===== src/rtl/xup_shift_deserializer.sv =====
// Receive end of the XUP serial shift link: packs a serial bit stream into SIZE-bit words.
// Latency: 1 clk from the SIZE-th accepted bit to out_valid; held word double-buffered against the collector.
// Backpressure: none on the serial input; a word completing against an unconsumed held word is dropped and flagged.
module xup_shift_deserializer #(
  parameter int SIZE  = 4,
  // Output delay of the original behavioural model; this RTL applies no delay.
  parameter int DELAY = 3
) (
  input  logic                  clk,
  input  logic                  reset,
  input  logic                  shift_in,
  input  logic                  shift_valid,
  input  logic                  dir,
  input  logic                  clear,
  input  logic                  out_ready,
  output logic [SIZE-1:0]       parallel_out,
  output logic                  out_valid,
  output logic                  overflow,
  output logic [$clog2(SIZE):0] bit_count
);

  localparam int CNT_W = $clog2(SIZE) + 1;

  // Reject illegal configurations at elaboration time.
  if (!((SIZE >= 2) && (SIZE <= 32) && (DELAY >= 0))) begin : g_bad_params
    $error("xup_shift_deserializer: SIZE must be 2..32 and DELAY non-negative");
  end

  typedef enum logic {
    IDLE    = 1'b0,   // no bits of the current word collected yet
    COLLECT = 1'b1    // between 1 and SIZE-1 bits collected
  } state_t;

  state_t            state_q, state_d;
  logic [SIZE-1:0]   collector_q, collector_d;
  logic [CNT_W-1:0]  cnt_q, cnt_d;
  logic              dir_q, dir_d;
  logic [SIZE-1:0]   word_q, word_d;
  logic              vld_q, vld_d;
  logic              ovf_q, ovf_d;

  logic              eff_dir;
  logic [SIZE-1:0]   shifted;
  logic              last_bit;

  // Direction is sampled live on the first bit of a word, then frozen in dir_q.
  assign eff_dir  = (state_q == IDLE) ? dir : dir_q;
  assign shifted  = eff_dir ? {collector_q[SIZE-2:0], shift_in}
                            : {shift_in, collector_q[SIZE-1:1]};
  assign last_bit = (cnt_q == CNT_W'(SIZE - 1));

  // State and datapath registers; reset clears everything immediately.
  always_ff @(posedge clk or posedge reset) begin
    if (reset) begin
      state_q     <= IDLE;
      collector_q <= '0;
      cnt_q       <= '0;
      dir_q       <= 1'b0;
      word_q      <= '0;
      vld_q       <= 1'b0;
      ovf_q       <= 1'b0;
    end else begin
      state_q     <= state_d;
      collector_q <= collector_d;
      cnt_q       <= cnt_d;
      dir_q       <= dir_d;
      word_q      <= word_d;
      vld_q       <= vld_d;
      ovf_q       <= ovf_d;
    end
  end

  // Next-state: bit collection, word hand-off to the holding register, overrun flag.
  always_comb begin
    state_d     = state_q;
    collector_d = collector_q;
    cnt_d       = cnt_q;
    dir_d       = dir_q;
    word_d      = word_q;
    vld_d       = vld_q;
    ovf_d       = ovf_q;

    // Consumer handshake is independent of clear; a same-edge load re-asserts below.
    if (vld_q && out_ready) begin
      vld_d = 1'b0;
    end

    if (clear) begin
      // Partial word and overflow are dropped; any bit this cycle is ignored.
      state_d     = IDLE;
      collector_d = '0;
      cnt_d       = '0;
      ovf_d       = 1'b0;
    end else if (shift_valid) begin
      collector_d = shifted;
      if (state_q == IDLE) begin
        dir_d = dir;
      end
      if (last_bit) begin
        state_d = IDLE;
        cnt_d   = '0;
        if (!vld_q || out_ready) begin
          word_d = shifted;
          vld_d  = 1'b1;
        end else begin
          ovf_d  = 1'b1;
        end
      end else begin
        state_d = COLLECT;
        cnt_d   = cnt_q + CNT_W'(1);
      end
    end
  end

  assign parallel_out = word_q;
  assign out_valid    = vld_q;
  assign overflow     = ovf_q;
  assign bit_count    = cnt_q;

endmodule


===== config.mk =====
export PLATFORM = sky130hd
export DESIGN_NAME = xup_shift_deserializer
export DESIGN_NICKNAME = d
export VERILOG_FILES = /design/src/rtl/xup_shift_deserializer.sv
export SDC_FILE = /design/constraint.sdc
export NUM_CORES = 1
export LEC_CHECK = 0
export CORE_UTILIZATION = 46
export DETAILED_ROUTE_END_ITERATION = 6
export PLACE_DENSITY = 0.75
export SLEW_MARGIN = 20
export SYNTH_ARGS = -nofsm -noshare
export SYNTH_HDL_FRONTEND = slang
export SYNTH_SLANG_ARGS = --single-unit

===== constraint.sdc =====
create_clock -name clk -period 1.8 [get_ports clk]
set_input_delay 0.18 -clock clk [delete_from_list [all_inputs] [get_ports clk]]
set_output_delay 0.18 -clock clk [all_outputs]
set_load 0.005 [all_outputs]

==> impl_summary.md <==
Outcome
The flow ran to the end, and the final reports show no timing, DRC or antenna violations.

Worst setup path
The data required time of the worst path is between 1500 and 2000 ps. The type of origin of the critical path is a flop. In this run the critical register-to-register path is launched from state_q$_DFFE_PP0P_. The largest fanout on the critical path is 5. The end point of the critical path is parallel_out[2]$_DFFE_PP0P_. The endpoint identified for the worst register-to-register timing path is parallel_out[2]$_DFFE_PP0P_. The worst register-to-register path has a setup slack of roughly 210 ps. The worst path arrival time is around 1800 ps. The critical path in this run is classified as reg -> reg. The worst setup path is captured at a flop. The launching element of the worst setup path is state_q$_DFFE_PP0P_.

For the worst flop-to-flop path, the logic depth is 3.

Detailed routing
After detailed routing, the number of vias per cell comes to a little over 5. The DRC violation total after the first TritonRoute iteration is 6. The first detailed-routing pass ran for 4 iterations. Summing over every cut layer, the via total after detailed routing is between 400 and 500. The number of nets still failing antenna checks after routing is 0. The number of design rule violations left after detail routing is 0.

The routed design has 1230 um of wire. In the final routed layout, each cell accounts on average for 12.9 um.

Floorplanning
For this configuration, the core starts out at a cell density of 50.7%. The horizontal die dimension is roughly 41 um. The core footprint is between 1000 and 1500 um2. In this run the core area contains 13 standard-cell rows. The die covers about 1600 um2. From bottom edge to top edge, the die measures just over 40 um. The I/O pin total is 16.

Timing
The worst slew margin relative to its limit is between 60 and 70%. The final count of hold timing violations is 0. The final period demand of the worst path is roughly 1600 ps.

The final critical path takes up 88.4% of the cycle. The highest clock frequency the design can meet is about 630 MHz. The final setup violation count is 0. The max-slew violation count is 0. For the pin with the worst max-slew slack, the measured transition is 540 ps. The worst path meets setup with ~210 ps of slack. Setup total negative slack on the finished layout was measured at 0 ps.

Setup repair after global routing left no endpoint under its margin. On the final layout, the worst clock skew is approximately 7.0 ps.

Clock tree
The total clock buffers created by CTS is 3. The CTS tree is done. After clock tree synthesis, the setup repair step added 0 buffers. The tree built by TritonCTS fans out to 15 sinks. The number of H-tree levels is 1. The later pin in the worst-skew pair is clocked with a latency of approximately 280 ps. The buffer cell driving the clock tree root is sky130_fd_sc_hd__clkbuf_4. Buffers inserted to repair hold after CTS numbered 0. Once the clock tree was built, the resizer swapped 0 gates to a different size. The maximum buffer depth of the clock tree is 2. The clock input transition at the sequential cells of the worst setup and hold paths is roughly 80 ps.

Yosys
The cell count after synthesis is around 60. After synthesis, flip-flops and latches occupy between 50% and 60% of the total area. A synthesized cell averages 11.2 um2.

The Yosys step of the flow raised 0 warnings. The number of nets handed over by synthesis was 69. The number of distinct library cells after synthesis is 20.

After synthesis the cells add up to 684 um2. The flip-flop and latch count after synthesis is 15.

Power and ir drop
The overall power consumption is roughly 0.00067 W. The worst voltage drop across the vdd grid is ~0.56 mV. For this design the static power due to leakage is 0.401 nW. The power density relative to cell area is between 700 and 800 nW/um2.

Layout
In the final layout, the multi-input gates occupy between 200 and 300 um2. The final layout net count is 89. The number of filler cells placed in the layout is roughly 110. The post-route netlist has between 10% and 20% of its cells at a drive strength greater than 1. 0 antenna diodes ended up in the layout. The relative area change from synthesis to final layout is 28.3%. The area of all sequential standard cells is roughly 380 um2.

GRT
The wire length of the first global-routing pass is roughly 2000 um. The initial antenna violation count is 0. Entering global routing, the biggest net connects 16 pins. The number of global-route vias before repair is roughly 470. The total global-route track usage is between 15 and 20%.

Global routing finished with a remaining overflow of 0.

Placement
The count of buffers inserted at the top-level ports is 15. OpenSTA, run right after detailed placement, puts the worst setup slack at roughly 63 ps. The congestion estimate from routability-driven global placement came to ~0.76.

The detailed placer's ending HPWL is 899 um.

Min path
The min-delay analysis places its worst path in the category in -> async.

Job
Max-cap violations in this run came to 0.
cell type report:
cell class | instances | area share (%)
clock buffer | 4 | 2.99
tap | 15 | 2.14
sequential | 15 | 42.7
multi-input combinational | 41 | 32.1
inverter | 3 | 1.28
timing repair buffer | 17 | 18.8
metal layers:
layer  track usage, %  part of all wire [%]  vias up
li1                 -                     -      247
met1             24.7                    49      222
met2             29.0                    42       15
met3             8.33                   7.1        4
met4             10.0                   2.2        0
met5                0                     0        -
cell families after synthesis:
logic type / count (synthesis) / share of synthesized area, %
AND/OR/NAND/NOR: 20 / 13.9
flip-flops: 15 / 54.8
AO/OA/AOI/OAI: 11 / 10.8
multiplexers: 9 / 14.6
buffers and inverters: 5 / 4.02
adder cells (fa/ha/maj): 1 / 1.83
cells in the mapped netlist, drive strengths merged:
cell type,count,area share (%)
a211oi,2,2.2
a21oi,2,1.5
a31oi,1,0.91
buf,2,2.4
dfrtp,15,55
ha,1,1.8
inv,3,1.6
mux2,8,13
mux2i,1,1.5
nand2,3,1.6
nand2b,2,1.8
nand3,1,0.73
nor2,10,5.5
nor2b,2,1.8
nor3,1,1.5
o21a,4,4.4
o21ai,1,0.73
o21bai,1,1.1
or3,1,0.91
flip-flops by register name, indices dropped and copies added, names as in the netlist:
register	flops
state_q	1
dir_q	1
collector_q	4
overflow	1
out_valid	1
parallel_out	4
bit_count	3
worst min-delay path by stage:
| stage | start | end | slack, ps | cells past startpoint |
|---|---|---|---|---|
| final | reset | parallel_out[3]$_DFFE_PP0P_ | 230 | 2 |
| after global routing | reset | state_q$_DFFE_PP0P_ | 290 | 2 |
| after CTS | reset | state_q$_DFFE_PP0P_ | 240 | 2 |
| after detailed placement | dir_q$_DFFE_PP0P_ | dir_q$_DFFE_PP0P_ | 480 | 2 |
| after global placement | dir_q$_DFFE_PP0P_ | dir_q$_DFFE_PP0P_ | 470 | 2 |
| after floorplan | reset | bit_count[0]$_DFFE_PP0P_ | 80 | 1 |
report_power, final:
part	switching, W	internal, W
registers	0.0000144	0.000361
logic	0.0000465	0.0000685
clock network	0.0000978	0.0000861
total	0.000159	0.000516
per-stage QoR:
step,hold WS [ps],util [%],cell area (um2),instances
detailed placement,479,63.1,852,91
floorplan,81.5,-,684,61
CTS,243,65.1,878,95
global route,290,65.1,878,95
finish,231,65.1,878,95
global placement,466,63.1,852,91
critical path: stages (launching register included):
cell and delay [ps]:
sky130_fd_sc_hd__dfrtp_1 370, sky130_fd_sc_hd__mux2i_1 440, sky130_fd_sc_hd__mux2_2 400, sky130_fd_sc_hd__mux2_2 260
layout by cell type (no fill, tap or decap):
cell and n:
sky130_fd_sc_hd__or3_1 1, sky130_fd_sc_hd__a31oi_1 1, sky130_fd_sc_hd__o21a_1 4, sky130_fd_sc_hd__clkdlybuf4s50_1 15, sky130_fd_sc_hd__nand2b_1 2, sky130_fd_sc_hd__mux2_2 8, sky130_fd_sc_hd__mux2i_1 1, sky130_fd_sc_hd__inv_1 3
sky130_fd_sc_hd__nor2_1 10, sky130_fd_sc_hd__o21bai_1 1, sky130_fd_sc_hd__dfrtp_1 15, sky130_fd_sc_hd__buf_4 2, sky130_fd_sc_hd__o21ai_0 1, sky130_fd_sc_hd__nor2b_1 2, sky130_fd_sc_hd__nor3_2 1, sky130_fd_sc_hd__ha_1 1
sky130_fd_sc_hd__a211oi_1 2, sky130_fd_sc_hd__clkbuf_1 1, sky130_fd_sc_hd__nand3_1 1, sky130_fd_sc_hd__clkbuf_4 3, sky130_fd_sc_hd__nand2_1 3, sky130_fd_sc_hd__a21oi_1 2
Note: power is estimated with default switching activity, not from simulation.
